==> config.mk <==
export PLATFORM = sky130hd
export DESIGN_NAME = alu_serial
export DESIGN_NICKNAME = d
export VERILOG_FILES = /design/src/rtl/alu_serial.sv
export SDC_FILE = /design/constraint.sdc
export NUM_CORES = 1
export LEC_CHECK = 0
export ABC_AREA = 0
export BUFFER_PORTS_ARGS = -buffer_cell sky130_fd_sc_hd__buf_2
export CAP_MARGIN = 25
export CELL_PAD_IN_SITES_DETAIL_PLACEMENT = 0
export CELL_PAD_IN_SITES_GLOBAL_PLACEMENT = 1
export CORE_MARGIN = 2
export CORE_UTILIZATION = 35
export CTS_CLUSTER_SIZE = 8
export DETAILED_ROUTE_END_ITERATION = 8
export GPL_TIMING_DRIVEN = 0
export MAX_ROUTING_LAYER = met4
export PLACE_DENSITY_LB_ADDON = 0.1
export SLEW_MARGIN = 40
export SYNTH_ARGS = -nofsm -noshare
export SYNTH_HDL_FRONTEND = slang
export SYNTH_SLANG_ARGS = --single-unit
==> constraint.sdc <==
create_clock -name clk -period 1.53 [get_ports clk]
set_input_delay 0.306 -clock clk [delete_from_list [all_inputs] [get_ports clk]]
set_output_delay 0.306 -clock clk [all_outputs]
set_load 0.02 [all_outputs]
==> src/rtl/alu_serial.sv <==
// alu_serial -- bit-serial ALU: a single 1-bit slice reused over WIDTH cycles,
// LSB first, with the carry held in a flop between bit positions.
// Operations: and, or, add, slt, each with optional a/b inversion
// (b_invert also supplies the bit-0 carry-in, so a + ~b + 1 gives subtract).
//
// Ports:
//   clk       rising-edge clock
//   rst       synchronous active-high reset
//   start     request, sampled only while idle
//   a_invert  invert operand a
//   b_invert  invert operand b and carry-in to bit 0
//   op        00 and, 01 or, 10 add, 11 slt
//   a, b      operands (latched on an accepted start)
//   busy      high while an operation is in progress
//   done      one-cycle pulse; result and flags valid
//   result    registered result
//   co        carry out of the MSB adder stage
//   overflow  signed overflow of the add/sub
//   zero      result == 0
module alu_serial #(
   parameter int unsigned WIDTH = 32
) (
   input  logic             clk,
   input  logic             rst,
   input  logic             start,
   input  logic             a_invert,
   input  logic             b_invert,
   input  logic [1:0]       op,
   input  logic [WIDTH-1:0] a,
   input  logic [WIDTH-1:0] b,
   output logic             busy,
   output logic             done,
   output logic [WIDTH-1:0] result,
   output logic             co,
   output logic             overflow,
   output logic             zero
);

   localparam int unsigned CW = (WIDTH > 1) ? $clog2(WIDTH) : 1;

   localparam logic [1:0] ST_IDLE = 2'd0;
   localparam logic [1:0] ST_RUN  = 2'd1;
   localparam logic [1:0] ST_FIN  = 2'd2;

   localparam logic [1:0] OP_AND = 2'b00;
   localparam logic [1:0] OP_OR  = 2'b01;
   localparam logic [1:0] OP_ADD = 2'b10;
   localparam logic [1:0] OP_SLT = 2'b11;

   localparam logic [CW-1:0] LAST_BIT = CW'(WIDTH - 1);

   logic [1:0]       state;
   logic [WIDTH-1:0] a_sh;
   logic [WIDTH-1:0] b_sh;
   logic             a_inv_q;
   logic             b_inv_q;
   logic [1:0]       op_q;
   logic             carry;
   logic [CW-1:0]    idx;
   logic [WIDTH-1:0] shreg;
   logic             cin_msb;
   logic             sum_msb;

   // Single-bit slice operating on the current LSB of the operand shifters.
   logic ai, bi, sum_bit, carry_nxt, bit_val;

   always_comb begin
      ai        = a_sh[0] ^ a_inv_q;
      bi        = b_sh[0] ^ b_inv_q;
      sum_bit   = ai ^ bi ^ carry;
      carry_nxt = (ai & bi) | (ai & carry) | (bi & carry);
      bit_val   = 1'b0;
      case (op_q)
         OP_AND:  bit_val = ai & bi;
         OP_OR:   bit_val = ai | bi;
         OP_ADD:  bit_val = sum_bit;
         OP_SLT:  bit_val = 1'b0;
         default: bit_val = 1'b0;
      endcase
   end

   // Completion: carry now holds the carry out of the MSB stage.
   logic             ovf_fin;
   logic             set_fin;
   logic [WIDTH-1:0] final_res;

   always_comb begin
      ovf_fin   = cin_msb ^ carry;
      set_fin   = sum_msb ^ ovf_fin;
      final_res = shreg;
      if (op_q == OP_SLT) begin
         final_res = {{(WIDTH-1){1'b0}}, set_fin};
      end
   end

   always_ff @(posedge clk) begin
      if (rst) begin
         state    <= ST_IDLE;
         a_sh     <= '0;
         b_sh     <= '0;
         a_inv_q  <= 1'b0;
         b_inv_q  <= 1'b0;
         op_q     <= OP_AND;
         carry    <= 1'b0;
         idx      <= '0;
         shreg    <= '0;
         cin_msb  <= 1'b0;
         sum_msb  <= 1'b0;
         busy     <= 1'b0;
         done     <= 1'b0;
         result   <= '0;
         co       <= 1'b0;
         overflow <= 1'b0;
         zero     <= 1'b1;
      end else begin
         case (state)
            ST_IDLE: begin
               done <= 1'b0;
               if (start) begin
                  a_sh    <= a;
                  b_sh    <= b;
                  a_inv_q <= a_invert;
                  b_inv_q <= b_invert;
                  op_q    <= op;
                  carry   <= b_invert;
                  idx     <= '0;
                  busy    <= 1'b1;
                  state   <= ST_RUN;
               end
            end

            ST_RUN: begin
               a_sh  <= a_sh >> 1;
               b_sh  <= b_sh >> 1;
               carry <= carry_nxt;
               // New bits enter at the MSB; after WIDTH shifts bit 0 is at position 0.
               shreg <= {bit_val, shreg[WIDTH-1:1]};
               idx   <= idx + 1'b1;
               if (idx == LAST_BIT) begin
                  cin_msb <= carry;
                  sum_msb <= sum_bit;
                  state   <= ST_FIN;
               end
            end

            ST_FIN: begin
               co       <= carry;
               overflow <= ovf_fin;
               result   <= final_res;
               zero     <= (final_res == '0);
               done     <= 1'b1;
               busy     <= 1'b0;
               state    <= ST_IDLE;
            end

            default: begin
               busy  <= 1'b0;
               done  <= 1'b0;
               state <= ST_IDLE;
            end
         endcase
      end
   end

endmodule

Yosys cells after proc, flatten, opt, wreduce, memory -nomap -nowiden. Cells that the tools add are included. Widths: inputs -> output; s select.

Register bits: 147. Bits in latches: 0. Bits in writable memories: 0. Bits in read-only memories: 0. Bits of input ports: 71. Output and inout bits: 37. Word-level logic and storage cells: 64. Memories kept: 0.

Add/sub/neg operators: 1. $mul: 0. Div/mod/pow operators: 0. Order comparisons: 0. Eq/ne operators: 8. Shift operators: 0. Multiplexer cells: 16. Bitwise gates (word level): 13. Reductions and logical operators: 9.

Operator list (number): $pmux 32 s2 (2); $mux 32 (3); $logic_not 32->1 (1); $pmux 5 s2 (1); $reduce_and 2->1 (5); $eq 2x2->1 const B (3); $pmux 1 s2 (3); $xor 1x1->1 (6); $add 5x1->5 const B (1); $eq 5x5->1 const B (1); $mux 5 (1); $eq 2x1->1 const B (2); $logic_not 2->1 (2); $mux 2 (2); $ne 2x2->1 const B (2); $pmux 1 s4 (1); $pmux 2 s2 (1); $and 1x1->1 (3); $or 1x1->1 (3); $mux 1 (2); $reduce_bool 2->1 (1); $not 1->1 (1).

Logic depth before layout (Yosys ltp).
Depth after elaboration: 5. Mapped depth: 7. Gate-level depth less buffers: 7.

Least setup slack after synthesis. Ideal clock, no wire load.

Path kind: reg2reg. From: register a_inv_q. To: register shreg[31]. Setup time: 86 ps. Arrival time: 1362 ps. Required time: 1444 ps. Slack: 83 ps. Stages on the path, launching flop included: 6. Path buffers: 0. Clock period less this slack: 1447 ps. Cell sequence: dfxtp_1 xnor2_1 inv_1 fa_1 a31oi_1 a211oi_1.

Word-level cells in the longest chain between the ends: 4. Elaborated cells on any way between the ends: 6. Those cells by class: mux (1); bitwise (5).

RTL lines: start: declaration (line 55) `logic a_inv_q;`; start signal: assignment (line 122) `a_inv_q <= a_invert;`; $xor 1x1->1 (line 68) `ai = a_sh[0] ^ a_inv_q;`; $xor 1x1->1 (2 in series) (line 70) `sum_bit = ai ^ bi ^ carry;`; net sum_bit (line 65) `logic ai, bi, sum_bit, carry_nxt, bit_val;`; $pmux 1 s4 (line 73) `case (op_q)`; end signal: assignment (line 137) `shreg <= {bit_val, shreg[WIDTH-1:1]};`; end: declaration (line 60) `logic [WIDTH-1:0] shreg;`.

The timed path passes the listed nets, and every way through them passes these cells. A chain may end at the register's enable or synchronous reset.

Final worst setup path.
From: register a_sh[0]. To: register shreg[31].

Word-level cells in the longest chain between the ends: 4. Elaborated cells on any way between the ends: 6. Those cells by class: mux (1); bitwise (5).

RTL lines: start: declaration (line 53) `logic [WIDTH-1:0] a_sh;`; start signal: assignment (line 133) `a_sh <= a_sh >> 1;`; $xor 1x1->1 (line 68); $xor 1x1->1 (2 in series) (line 70); net sum_bit (line 65); $pmux 1 s4 (line 73).

The timed path passes the listed nets, and every way through them passes these cells.

==> results.yml <==
sta:
  min_period_ps: 1520
  rsz0062_at_grt: "true"
  finalCritPeriodShare: 0.996
  whs_ps: 148
  tightest_slew_ps: 780
  slew_headroom: 0.480
  slew_violations: 0
  hold_viol: 0
  fmax_ghz: 0.656
  skew_ps: 8.87
  setup_viol: 0
floorplan:
  dieArea_um2: 20100
  initial_core_util: 0.356
  fp-row-count: 50
  coreArea_um2: 18600
  die_h_um: 142
  die_x_um: 142
  ios: 108
global_routing:
  grt_overflow: 0
  antenna_found_initial: 0
  grt_max_degree: 17
  grt_pass1_vias: 6059
  grt_usage: 0.215
  grt_pass1_wl_mm: 32.9
critical_path:
  cp.required_ps: 1870
  worstSetupEndpointType: "flop"
  crit_path_start_kind: "flop"
  cp_slowest_stage_delay_ps: 520
  path_cells: "xnor2_4, inv_2, fa_1, a31oi_1, a211oi_1"
  criticalPathCategory: "reg -> reg"
  critPathTopFamily: "adder cells"
  path_buf_inv: 1
  path_max_fanout: 2
  cp_slowest_cell: "fa_1"
  worst-endpoint-arrival_ps: 1860
layout:
  syn2layout_area_growth_pct: 22.5
  nFillCells: 1955
  seq_area_um2: 2950
  layout_common_cells: "nor2_1, dfxtp_1, buf_2"
  diodes: 0
  multi_input_area_um2: 3300
  layout.nets: 1050
  final_common_cell: "nor2_1"
  fin_cells: 1217
  drive_above_1_share: 0.249
detailed_routing:
  drt-initial-drc-count: 400
  vias_per_cell: 5.09
  route.vias.total: 6190
  ant_nets: 0
  drt-pass1-iter-count: 5
  drc: 0
  wl_per_cell_um: 16.8
  wl_mm: 20.4
clock_network:
  clk_pin_slew_worst_paths_ps: 60
  hold_buffers: 0
  cts_buffers: 17
  clockBufferDepth: 2
  numClockSinks: 147
  h-tree-depth: 4
  clock-root-buffer: "clkbuf_16"
  clk_latency_ps: 420
  cts_tree: "yes"
yosys:
  synth.avg_cell_area_um2: 7.81
  synthCells: 849
  synth_top_flop_cell: "dfxtp_1"
  async_reset_ff_frac: 0
  ys_ff_latch: 147
  syn_area_um2: 6630
  yosysWarnings: 0
  synth_enable_flop_cells: 0
  syn_nets: 925
  yosysUniqueCellTypes: 37
  ys_seq_area_frac: 0.444
power:
  p_total_uw: 9350
  p_per_area_nw_per_um2: 1150
  leakage_uw: 0.00340
  ir_drop_mv: 0.786
min_path:
  min_path_type: "in -> reg"
placement:
  dp_cells: 1188
  place.detailed.hpwl_mm: 14.3
  place.gp.congestion: 0.786
  io_buffers: 105
flow_run:
  drv_cap: 0
status:
  status: "complete, no violations"
==> path summary, 6_finish.rpt <==
path | start | end | slack (ps) | depth (start not counted)
worst min-delay path | op[1] | op_q[1] | 150 | 3
worst max-delay path | a_sh[0] | shreg[31] | 6 | 5
worst max register to register | a_sh[0] | shreg[31] | 6 | 5
worst min register to register | sum_msb | sum_msb | 470 | 2
==> synth_stat cells (2+ instances only) <==
| cell type | count | share of area |
|---|---|---|
| nor2_1 | 244 | 0.14 |
| dfxtp_1 | 147 | 0.44 |
| a21oi_1 | 129 | 0.097 |
| nand2_1 | 69 | 0.039 |
| a22oi_1 | 35 | 0.040 |
| clkbuf_1 | 34 | 0.019 |
| buf_2 | 30 | 0.023 |
| inv_1 | 29 | 0.016 |
| o221a_2 | 26 | 0.044 |
| a2111oi_2 | 22 | 0.050 |
| nor3_1 | 15 | 0.011 |
| nor2b_1 | 13 | 0.012 |
| nor4_1 | 8 | 0.0075 |
| buf_4 | 6 | 0.0068 |
| a211oi_1 | 4 | 0.0045 |
| ha_1 | 4 | 0.0075 |
| nand2b_1 | 4 | 0.0038 |
| buf_1 | 3 | 0.0017 |
| mux2i_1 | 3 | 0.0045 |
| nand3_1 | 3 | 0.0023 |
| o21ai_0 | 3 | 0.0023 |
| a2111oi_0 | 2 | 0.0026 |
| xnor2_1 | 2 | 0.0026 |
==> cells by family after synthesis <==
logic type,after synthesis,synth area share
adder cells (fa/ha/maj),5,0.0106
AND/OR/NAND/NOR,362,0.221
AO/OA/AOI/OAI,225,0.245
XOR/XNOR,4,0.00736
multiplexers,3,0.00453
flip-flops,147,0.444
buffers and inverters,103,0.0674
==> timing repair <==
item	CTS	global route
resized for setup	24	31
buffers inserted	2	0
setup endpoints to repair	80	101
endpoints found under the hold margin	0	0
pin swaps	5	1
==> registers in the layout (all words and copies together), names as in the netlist <==
register	flops
shreg	32
state	2
b_sh	32
overflow	1
sum_msb	1
done	1
op_q	2
result	32
co	1
busy	1
b_inv_q	1
carry	1
cin_msb	1
idx	5
zero	1
a_sh	32
a_inv_q	1
==> worst reg2reg max path, cell delays in order, from the launching register on <==
cell and delay (ps):
dfxtp_4 360, xnor2_4 170, inv_2 60, fa_1 520, a31oi_1 110, a211oi_1 200
==> routing by layer <==
| layer | part of all wire | routed length [µm] | vias up | GRT usage |
|---|---|---|---|---|
| li1 | - | - | 3154 | - |
| met1 | 0.49 | 10000 | 2901 | 0.289 |
| met2 | 0.46 | 9410 | 116 | 0.338 |
| met3 | 0.037 | 749 | 19 | 0.0361 |
| met4 | 0.012 | 236 | 0 | 0.0563 |
| met5 | 0 | 0 | - | - |
==> area by class of cell <==
| cell class | instances | area share |
|---|---|---|
| Sequential cell | 147 | 0.363 |
| Tap cell | 234 | 0.0360 |
| Timing Repair Buffer | 107 | 0.0665 |
| Multi-Input combinational cell | 599 | 0.406 |
| Clock inverter | 6 | 0.0102 |
| Inverter | 30 | 0.0139 |
| Buffer | 72 | 0.0470 |
| Clock buffer | 22 | 0.0571 |
==> through the flow <==
stage               worst slack [ps]  area [µm²]  setup TNS (ps)  utilization
floorplan                       82.8        6630               0            -
global placement                -231        7450          -13930        0.400
detailed placement              -232        7450          -13430        0.400
CTS                            -19.4        8070           -19.4        0.433
global route                   -62.3        8120           -62.3        0.436
finish                          5.99        8120               0        0.436
==> report_power, final <==
group | internal [µW] | total (µW) | leakage [µW] | switching [µW]
Sequential | 4020 | 4160 | 0.00121 | 138
Clock | 2440 | 4020 | 0.000268 | 1580
Combinational | 478 | 1170 | 0.00193 | 695
Total | 6940 | 9350 | 0.00340 | 2410
No activity file was read; power rests on OpenSTA's default activity.
